==> src/rtl/snake_body_ring_ctrl.sv <==
// Ring-buffer controller for snake body segments held in an external simple dual-port RAM.
// Head pushes append; tail pops and indexed scans share the single registered read port.
module snake_body_ring_ctrl #(
  parameter int SIZE  = 16,
  parameter int DEPTH = 64,
  localparam int AW   = $clog2(DEPTH),
  localparam int CW   = $clog2(DEPTH + 1)
) (
  input  logic            clk,
  input  logic            rst_n,
  input  logic            clear,
  input  logic            push_valid,
  input  logic [SIZE-1:0] push_data,
  output logic            push_ready,
  input  logic            pop_req,
  output logic            pop_grant,
  input  logic            scan_req,
  input  logic [AW-1:0]   scan_index,
  output logic            scan_grant,
  output logic [SIZE-1:0] rd_data,
  output logic            rd_data_valid,
  output logic            rd_is_pop,
  output logic [CW-1:0]   count,
  output logic            empty,
  output logic            full,
  output logic [AW-1:0]   ram_waddr,
  output logic [SIZE-1:0] ram_write_data,
  output logic            ram_write_en,
  output logic [AW-1:0]   ram_raddr,
  input  logic [SIZE-1:0] ram_read_data
);

  logic [AW-1:0] head;
  logic [AW-1:0] tail;
  logic [CW-1:0] count_q;
  logic          push_fire;
  logic          scan_in_range;

  assign count      = count_q;
  assign empty      = (count_q == '0);
  assign full       = (count_q == CW'(DEPTH));
  // push_ready depends on occupancy only, never on a same-cycle pop.
  assign push_ready = ~full;

  // Handshake: push transfers when push_valid & push_ready; pop/scan transfer when
  // their grant is high. Grants and writes are held low while in reset or clear.
  assign push_fire     = rst_n & push_valid & ~full & ~clear;
  assign scan_in_range = (CW'(scan_index) < count_q);
  assign pop_grant     = rst_n & pop_req & ~empty & ~clear;
  assign scan_grant    = rst_n & scan_req & ~pop_grant & ~clear & scan_in_range;

  assign ram_waddr      = head;
  assign ram_write_data = push_data;
  assign ram_write_en   = push_fire;

  // Reads only touch indices below count and writes only land at head when not full,
  // so read and write addresses never collide in the same cycle.
  always_comb begin
    ram_raddr = tail;
    if (scan_grant) begin
      ram_raddr = tail + scan_index;
    end
  end

  assign rd_data = ram_read_data;

  always_ff @(posedge clk or negedge rst_n) begin
    if (!rst_n) begin
      head          <= '0;
      tail          <= '0;
      count_q       <= '0;
      rd_data_valid <= 1'b0;
      rd_is_pop     <= 1'b0;
    end else begin
      rd_data_valid <= pop_grant | scan_grant;
      rd_is_pop     <= pop_grant;
      if (clear) begin
        head    <= '0;
        tail    <= '0;
        count_q <= '0;
      end else begin
        if (push_fire) begin
          head <= head + 1'b1;
        end
        if (pop_grant) begin
          tail <= tail + 1'b1;
        end
        case ({push_fire, pop_grant})
          2'b10:   count_q <= count_q + 1'b1;
          2'b01:   count_q <= count_q - 1'b1;
          default: count_q <= count_q;
        endcase
      end
    end
  end

endmodule

==> config.mk <==
export PLATFORM = sky130hd
export DESIGN_NAME = snake_body_ring_ctrl
export DESIGN_NICKNAME = d
export VERILOG_FILES = /design/src/rtl/snake_body_ring_ctrl.sv
export SDC_FILE = /design/constraint.sdc
export NUM_CORES = 1
export LEC_CHECK = 0
export ABC_AREA = 1
export CAP_MARGIN = 40
export CORE_MARGIN = 8
export CORE_UTILIZATION = 58
export DETAILED_ROUTE_END_ITERATION = 10
export DONT_BUFFER_PORTS = 1
export PLACE_DENSITY = 0.76
export RECOVER_POWER = 100
export SYNTH_ARGS = -nofsm -noshare
export SYNTH_HDL_FRONTEND = slang
export SYNTH_SLANG_ARGS = --single-unit
==> constraint.sdc <==
create_clock -name clk -period 2.3 [get_ports clk]
set_input_delay 0.345 -clock clk [delete_from_list [all_inputs] [get_ports clk]]
set_output_delay 0.345 -clock clk [all_outputs]
set_load 0.02 [all_outputs]
# --- Word level (Yosys, flattened, before mapping) ---
# Index checks and enable logic that the tools add are counted.
totals:
  ff_bits: 21
  out_inout_bits: 59
classes:
  addsub: 5
  order_cmp: 1
  eq_ne: 3
  mux: 7
  bitwise: 15
  n_reduce_logical: 4
op_table:
  columns: ["operator", "n"]
  rows:
  - ["6-bit two-way mux", 5]
  - ["7-bit one-hot mux with 2 select lines", 1]
  - ["6-bit by 1-bit adder with 6-bit output, second input constant", 2]
  - ["1-bit AND", 10]
  - ["7-bit by 1-bit adder with 7-bit output, second input constant", 1]
  - ["7-bit equality test, second input constant", 1]
  - ["7-bit zero test", 1]
  - ["6-bit by 7-bit < comparator with 1-bit output", 1]
  - ["7-bit two-way mux", 1]
  - ["7-bit by 1-bit subtractor with 7-bit output, second input constant", 1]
  - ["6-bit adder", 1]
  - ["1-bit NOT", 4]
  - ["2-bit nonzero test", 2]
  - ["3-bit nonzero test", 1]
  - ["2-bit by 1-bit equality test with 1-bit output, second input constant", 1]
  - ["2-bit equality test, second input constant", 1]
  - ["1-bit bitwise OR", 1]

# --- Logic depth before layout (Yosys ltp) ---
# Gate-level depths: netlist (run 1).
depth:
  ltp_word: 9
  ltp_mapped: 14
  depth_no_buf: 14

# --- Least setup slack after synthesis (run 1) ---
# Ideal clock, no wire load.
synth_timing:
  path_type: "register to output"
  startpoint: "register count_q[1] (netlist: count[1])"
  endpoint: "output ram_raddr[5]"
  arrival_ps: 1970
  required_time_ps: 1955
  setup_slack_ps: -15
  path_stages_with_launch: 9
  cell_sequence: "dfrtp_1 -> inv_1 -> ha_1 -> nand2_1 -> o21ai_0 -> nand2_1 -> nand3_2 -> clkinv_1 -> o21ai_0"
synth_via:
  elab_chain_cells: 9
  word_cells_on_any_way: 10
synth_rtl:
  columns: ["element", "line_no", "text"]
  rows:
  - ["start, declared", "35", "logic [CW-1:0] count_q;"]
  - ["start signal, assigned", "89", "2'b10: count_q <= count_q + 1'b1;"]
  - ["start signal, assigned", "90", "2'b01: count_q <= count_q - 1'b1;"]
  - ["start signal, assigned", "91", "default: count_q <= count_q;"]
  - ["7-bit zero test", "40", "assign empty = (count_q == '0);"]
  - ["1-bit NOT", "49", "assign pop_grant = rst_n & pop_req & ~empty & ~clear;"]
  - ["1-bit AND (2 in a row)", "49", null]
  - ["1-bit NOT", "50", "assign scan_grant = rst_n & scan_req & ~pop_grant & ~clear & scan_in_range;"]
  - ["1-bit AND (2 in a row)", "50", null]
  - ["1-bit AND (*)", "50", null]
  - ["net scan_grant", "19", "output logic scan_grant,"]
  - ["6-bit two-way mux (*)", "60", "if (scan_grant) begin"]
  - ["end, declared", "29", "output logic [AW-1:0] ram_raddr,"]
# The timed path passes the listed nets; every way through them passes the cells marked *.

# --- Final worst setup path (run 1) ---
layout_timing:
  startpoint: "register tail[0]"
  endpoint: "output ram_raddr[4]"
layout_via:
  elab_chain_cells: 2
layout_rtl:
  columns: ["element", "line_no", "text"]
  rows:
  - ["start, declared", "34", "logic [AW-1:0] tail;"]
  - ["start signal, assigned", "86", "tail <= tail + 1'b1;"]
  - ["6-bit adder", "61", "ram_raddr = tail + scan_index;"]
  - ["6-bit two-way mux", "60", null]
# No other way between the ends.

==> results of run 1 <==
[through the flow]
stage	instance area, um2	TNS, ns	util [%]
final	2290	0	69.8
after floorplan	1950	0	-
after detailed placement	1880	0	57.2
after CTS	2070	-0.00357	62.9
after global placement	1880	0	57.2
after global routing	2290	-0.499	69.8
[placed cells by master (no fill, tap or decap), types with 3 or more instances in the layout]
master	synthesis	routed
a21oi_2	0	3
ha_4	0	7
o21ai_0	15	12
nand3_1	12	12
nor3_2	2	3
nand2_4	4	4
nor2_1	13	11
nor2_4	4	5
clkbuf_1	0	4
o22ai_1	6	6
xor2_1	8	8
inv_2	1	4
a21oi_1	9	6
inv_1	26	22
o21ai_2	0	4
xnor2_1	4	4
dfrtp_1	21	16
ha_1	17	9
o21ai_1	5	4
nand2_2	4	8
buf_4	33	31
nand2_1	39	35
buf_6	2	4
dfrtp_2	0	5
clkbuf_4	0	3
[state kept, by name, summed over array words and instances (netlist names)]
register	flops
rd_data_valid	1
count	7
ram_waddr	6
rd_is_pop	1
tail	6
[cell usage after synthesis (3+ instances only)]
cell	number	area, um2
buf_4	33	248
nor2_4	4	45.0
xor2_1	8	70.1
nor2_1	13	48.8
nand2_2	4	25.0
xnor2_1	4	35.0
o21ai_1	5	25.0
dfrtp_1	21	526
nand3_1	12	60.1
inv_1	26	97.6
nand2_1	39	146
a21oi_1	9	45.0
nand3_2	3	30.0
nand2_4	4	45.0
nor3_1	3	15.0
o21ai_0	15	75.1
o22ai_1	6	37.5
ha_1	17	213
[power groups by stage]
| stage | Combinational, mW | Sequential (mW) | Clock [mW] |
|---|---|---|---|
| after floorplan | 0.591 | 0.542 | 0 |
| after detailed placement | 0.770 | 0.500 | 0 |
| after global routing | 1.15 | 0.498 | 0.208 |
| final | 1.05 | 0.490 | 0.189 |
| after global placement | 0.765 | 0.493 | 0 |
| after CTS | 0.896 | 0.483 | 0.193 |
[layer usage]
| metal | track usage, % | vias up | wire length [um] |
|---|---|---|---|
| li1 | - | 785 | - |
| met1 | 20.0 | 784 | 1960 |
| met2 | 29.6 | 54 | 2660 |
| met3 | 4.23 | 8 | 318 |
| met4 | 10.6 | 0 | 82 |
| met5 | 0 | - | 0 |
[kinds of logic (layout without fill, tap and decap cells)]
kind of cell	after synthesis	after routing	synth area share [%]
and+or+nand+nor	88	88	23.7
buffers and inverters	64	76	19.5
AOI/OAI and AO/OA	39	39	11.4
DFF	21	21	27.0
adders and majority gates	19	19	13.0
xor gates and xnor gates	12	12	5.40
[area by class of cell]
class                   count  area share (%)
multi-input cells         158            52.1
clock buffers               3           0.983
well taps                  46            2.51
inverters                  29            4.91
repair buffers             43            16.0
flip-flops and latches     21            23.2
clock inverters             1           0.218
[path summary, 6_finish.rpt]
path	from	end	slack, ns	cells past startpoint
min in group asynchronous	rst_n	tail[3]	0.26	1
worst min-delay path	clear	tail[5]	0.06	1
worst max register to register	count[4]	count[6]	0.07	13
worst min register to register	tail[4]	tail[4]	0.54	1
max in group asynchronous	rst_n	tail[4]	0.74	2
worst max-delay path	tail[0]	ram_raddr[4]	0.003	8
[what timing repair did]
item | 4_1_cts | 5_1_grt
hold buffers | 1 | 0
gates resized for setup | 12 | 30
setup endpoints to repair | 7 | 10
hold endpoints to repair | 21 | 0
gates cloned | 0 | 1
pin swaps | 6 | 10
setup buffers | 12 | 9
==> results.txt, run 1 <==
----------------------------------------------------
[Drt]
  First drt pass iteration count ... 7
  Remaining design rule violation count ... 0
  Remaining antenna violation count ... 0
  Routed via count ... 1631
  Number of DRC violations after detailed-routing iteration 0 ... 73
  Overall routed net length ... 5.03 mm
  Vias/cell ... 5.42
  Detailed-route wire length per cell ... 16.7 um

[Finish]
  # nets final ... 319
  Layout cells sized above 1 ... 37.6%
  Area taken by flip-flops and latches ... 532 um2
  Final antenna diode count ... 0
  Multi-input gate area ... 1190 um2
  Area growth from synthesis to layout ... 17.8%
  Number of cells in the finished layout apart from fillers ... 301
  Filler Cells Inserted ... 248

[Logic synthesis]
  Post-synthesis sequential area ratio ... 27.0%
  Net count after synthesis ... 306
  Number of enable-type register cells in the synthesized netlist ... 0
  Synthesis Warnings ... 0
  Synthesized area per cell ... 8.01 um2
  Syn Std Cell Area ... 1950 um2
  Cell count after synthesis ... 243
  Top_reg_cell synth ... dfrtp_1
  Async SR Flop Fraction ... 100%
  Flop and latch count out of synthesis ... 21
  Number of distinct library cell variants in the gate-level netlist after synthesis ... 29

[Placement]
  Placer's final routability congestion estimate ... 0.854
  Cells after DPL ... 273
  Worst Setup Slack post-DPL ... 0.0773 ns
  Half-perimeter wire length of the detailed placement result ... 3.29 mm
  Count of input and output buffers ... 0

[Global route]
  Total GRT Usage ... 17.8%
  Antenna violations before repair ... 0
  Remaining global-route overflow ... 0
  Global-route wire length before repair ... 7.52 mm
  Vias in the first global route ... 1625
  Largest net degree at the start of global routing ... 22

[Setup path]
  Required time at the endpoint of the critical path ... 1.96 ns
  Worst endpoint data arrival time ... 1.95 ns
  Category of cells accounting for the largest share of critical-path delay ... adder cells
  Largest stage delay on the critical path ... 0.38 ns
  Cell breakdown of the critical path ... ha_2 > inv_1 > fa_2 > o21ai_1 > a21oi_1 > xor2_1 > o21ai_2 > buf_6
  Cell with the largest stage delay on the worst path ... dfrtp_1
  Peak fanout along the critical path ... 2
  Combined buffer and inverter count along the critical path ... 2
  Setup Crit Path Kind ... reg2out
  Kind of launch point of the worst setup path ... flop
  Setup crit end kind ... primary output

[STA]
  Final setup fails ... 0
  Fmax ... 435 MHz
  Slew headroom ... 29.2%
  Setup repair after global routing missed its margin ... true
  Post-Route Skew ... 0.0166 ns
  Period minus WS final ... 2.30 ns
  Worst path setup slack after routing ... 0.00255 ns
  Number of endpoints with negative hold slack in the final report ... 0
  Share of the clock period used by the worst path after layout ... 99.9%
  Transition time at the pin with the least slew margin ... 1.06 ns
  Minimum hold slack ... 0.0644 ns
  Final Max Slew Viols ... 0

[Hold path]
  HP Class ... in2reg

[Power]
  Proportion of total power due to net switching ... 45.4%
  Power share of the combinational group ... 60.8%
  Clk network pwr share ... 10.9%
  Internal power ... 946 uW
  Static leakage ... 1.05 nW
  Total power ... 1.73 mW
  Net switching power ... 787 uW
  Sequential share of power ... 28.3%
  Worst vdd rail ir drop ... 519 uV
  Power density of the placed cells ... 756 nW/um2

[Die]
  FP Rows ... 21
  Placeable core area ... 3280 um2
  Number of placed I/O pins ... 103
  Vertical die dimension ... 73.9 um
  Die Outline Area ... 5460 um2
  Floorplan die width ... 73.9 um
  Initial cell density of the core ... 59.2%

[Clock network]
  Root Buffer Master ... clkbuf_4
  Worst skew pair latency ... 0.32 ns
  Maximum buffer depth of the clock tree ... 2
  H-tree depth ... 1
  Worst-path clk slew ... 0.13 ns
  CTS tree ... built
  Cts bufs inserted ... 3
  CTS sink count ... 21

[Run]
  Max-Cap Viols ... 0

[Run status]
  Run status ... complete, no violations

----------------------------------------------------
(Power assumes the default switching activity.)
==> inputs of run 2 (changes only) <==
ABC_AREA = unset   (was 1)
CORE_UTILIZATION = 48   (was 58)
PLACE_DENSITY = 0.65   (was 0.76)
==> run 2 against run 1 <==
- the flow now finishes with violations (negative setup slack)
- register-to-register slack got worse by 0.46 ns
- first-iteration DRC count decreased by 44%
- critical path type is now reg2reg
- highest routed layer unchanged
- area after synthesis decreased by 6.4%
- clock-buffer cell count unchanged
- non-clock buffer count increased by 3
- wire length increased by 1.1%
==> results.txt, run 2 <==
----------------------------------------------------
[Run status]
  Run status ... complete, but fails checks
  Failing checks ... negative setup slack

[Finish]
  Area growth from synthesis to layout ... 20.5%
  # nets final ... 284
  Layout cells sized above 1 ... 34.1%
  Filler Cells Inserted ... 302
  Area taken by flip-flops and latches ... 529 um2
  Final antenna diode count ... 0
  Most common cell after layout, fill and taps aside ... buf_4
  Number of cells in the finished layout apart from fillers ... 268
  Most frequent cells in the layout ... buf_4, nand2_1, nor2_1, dfrtp_1, ha_1
  Number of flip-flops under the largest register name ... 7
  Core utilization of the finished layout ... 59.9%
  Multi-input gate area ... 1130 um2

[Placement]
  Cells after DPL ... 255
  Half-perimeter wire length of the detailed placement result ... 3.95 mm
  Placer's final routability congestion estimate ... 0.821
  Count of input and output buffers ... 0

[STA]
  Setup TNS after final layout ... -3.09 ns
  Slew headroom ... 41.1%
  Fmax ... 372 MHz
  Share of the clock period used by the worst path after layout ... 117%
  Final Max Slew Viols ... 0
  Final setup fails ... 11
  Worst path setup slack after routing ... -0.388 ns
  Post-Route Skew ... 0.00523 ns
  Setup repair after global routing missed its margin ... true
  Number of endpoints with negative hold slack in the final report ... 0
  Period minus WS final ... 2.69 ns
  Transition time at the pin with the least slew margin ... 0.883 ns

[Global route]
  Vias in the first global route ... 1649
  Remaining global-route overflow ... 0
  Largest net degree at the start of global routing ... 26
  Total GRT Usage ... 16.4%
  Antenna violations before repair ... 0
  Global-route wire length before repair ... 8.03 mm

[Drt]
  Remaining design rule violation count ... 0
  Remaining antenna violation count ... 0
  Overall routed net length ... 5.08 mm
  First drt pass iteration count ... 4
  Vias/cell ... 5.70
  Detailed-route wire length per cell ... 19.0 um
  Number of DRC violations after detailed-routing iteration 0 ... 41
  Routed via count ... 1528

[Setup path]
  Beginning of the worst register-to-register path ... count[2]
  Required time at the endpoint of the critical path ... 2.51 ns
  Start point of the critical path ... count[2]
  Setup slack, reg-to-reg ... -0.39 ns
  Setup crit end kind ... flop
  Peak fanout along the critical path ... 4
  Worst R2R Path Depth ... 12
  Capture instance of the worst register-to-register path ... count[6]
  Worst endpoint data arrival time ... 2.89 ns
  Setup Crit Path Kind ... reg2reg
  Kind of launch point of the worst setup path ... flop

[Logic synthesis]
  Top_reg_cell synth ... dfrtp_1
  Post-synthesis sequential area ratio ... 28.9%
  Number of enable-type register cells in the synthesized netlist ... 0
  Syn Std Cell Area ... 1820 um2
  Flop and latch count out of synthesis ... 21
  Synth area leaders ... dfrtp_1, buf_4, ha_1
  Synthesis Warnings ... 0
  Cell count after synthesis ... 206
  Synthesized area per cell ... 8.84 um2
  Biggest area consumer among synthesized cells ... dfrtp_1
  Area share of the largest cell type after synthesis ... 28.9%
  Cell with the most instances after synthesis ... buf_4
  Async SR Flop Fraction ... 100%
  Number of distinct library cell variants in the gate-level netlist after synthesis ... 36
  Cell types with the highest counts after synthesis ... buf_4, dfrtp_1, nand2_1
  Net count after synthesis ... 269

[Clock network]
  H-tree depth ... 1
  Maximum buffer depth of the clock tree ... 2
  CTS sink count ... 21
  Root Buffer Master ... clkbuf_8
  Cts bufs inserted ... 3
  Worst skew pair latency ... 0.26 ns
  Worst-path clk slew ... 0.08 ns
  CTS tree ... built

[Die]
  Placeable core area ... 3660 um2
  Initial cell density of the core ... 49.7%
  Die Outline Area ... 6020 um2
  Floorplan die width ... 77.6 um
  Vertical die dimension ... 77.6 um
  Number of placed I/O pins ... 103
  FP Rows ... 22

[Power]
  Power density of the placed cells ... 853 nW/um2
  Clk network pwr share ... 13.1%
  Worst vdd rail ir drop ... 437 uV
  Internal power ... 1.08 mW
  Sequential share of power ... 26.3%
  Net switching power ... 789 uW
  Proportion of total power due to net switching ... 42.2%
  Static leakage ... 1.04 nW
  Power share of the combinational group ... 60.5%

[Hold path]
  Launch instance of the worst min-delay path ... clear
  Hold EP ... ram_waddr[5]
  Depth of the worst hold-timing path ... 1
  HP Class ... in2reg

[Run]
  Max-Cap Viols ... 0

----------------------------------------------------
## run 2: changes by cell type after synthesis, sizes merged, moves of 3 or more
| cell | before | now |
|---|---|---|
| a21o | 1 | 6 |
| inv | 27 | 14 |
| mux2 | 0 | 4 |
| nand2 | 47 | 21 |
| nand3 | 15 | 1 |
| nor2b | 0 | 3 |
| o21ai | 20 | 4 |
| o22ai | 6 | 0 |
| o31ai | 0 | 5 |
| xnor2 | 4 | 8 |
## run 2: layout make-up
cell class | instances | area share, %
inverter | 14 | 2.40
tap | 48 | 2.74
timing repair buffer | 46 | 16.9
multi-input combinational | 135 | 51.7
clock inverter | 1 | 0.228
clock buffer | 3 | 1.88
sequential | 21 | 24.1
## run 2: power groups by stage
| stage | Sequential (mW) | Combinational (mW) | Clock, mW |
|---|---|---|---|
| global route | 0.500 | 1.23 | 0.269 |
| detailed placement | 0.501 | 1.00 | 0 |
| floorplan | 0.580 | 0.590 | 0 |
| global placement | 0.497 | 0.967 | 0 |
| CTS | 0.494 | 1.09 | 0.249 |
| finish | 0.493 | 1.13 | 0.246 |
## run 2: logic make-up after synthesis
| logic type | after synthesis | share of synthesized area [%] |
|---|---|---|
| fa+ha+maj | 19 | 13.9 |
| flops | 21 | 28.9 |
| buf+inv | 50 | 17.2 |
| mux | 6 | 3.57 |
| simple gates | 57 | 14.9 |
| xor+xnor | 16 | 7.70 |
| compound gates | 37 | 13.9 |
## run 2: repair_timing
item,4_1_cts,5_1_grt
hold buffers,1,0
gates resized for setup,12,8
endpoints found under the hold margin,21,0
setup endpoints to repair,12,12
cloned,0,0
pin swaps,9,10
buffers inserted,4,3
## run 2: worst max-delay path by stage
| stage | endpoint |
|---|---|
| after detailed placement | count[6] |
| after floorplan | count[6] |
| after CTS | ram_raddr[0] |
| final | count[6] |
| after global placement | count[6] |
| after global routing | count[5] |
## run 2: layer usage
metal | part of all wire [%] | up-vias | GRT usage (%)
li1 | - | 701 | -
met5 | 0 | - | 0
met4 | 3.1 | 0 | 9.81
met2 | 54 | 74 | 31.2
met3 | 9.5 | 26 | 5.07
met1 | 34 | 727 | 14.7
## run 2: critical path, stage by stage (launching register included)
cell and delay [ns]:
dfrtp_2 0.43, nor4_4 0.35, a21o_2 0.19, a311o_1 0.20, inv_2 0.10, buf_6 0.14, ha_4 0.26, o21a_1 0.16
o31ai_4 0.09, a21oi_2 0.16, xor2_1 0.10, or4_1 0.40, nand2_1 0.07
## run 2: per-stage QoR
| step | power, mW | worst slack, ns | hold slack (ns) | cell area [um2] |
|---|---|---|---|---|
| global route | 2.00 | -0.558 | 0.127 | 2190 |
| finish | 1.87 | -0.388 | 0.140 | 2190 |
| global placement | 1.46 | -0.313 | 0.0504 | 1980 |
| CTS | 1.83 | -0.315 | 0.134 | 2140 |
| detailed placement | 1.50 | -0.425 | 0.0505 | 1980 |
| floorplan | 1.17 | -0.400 | 0.0494 | 1890 |
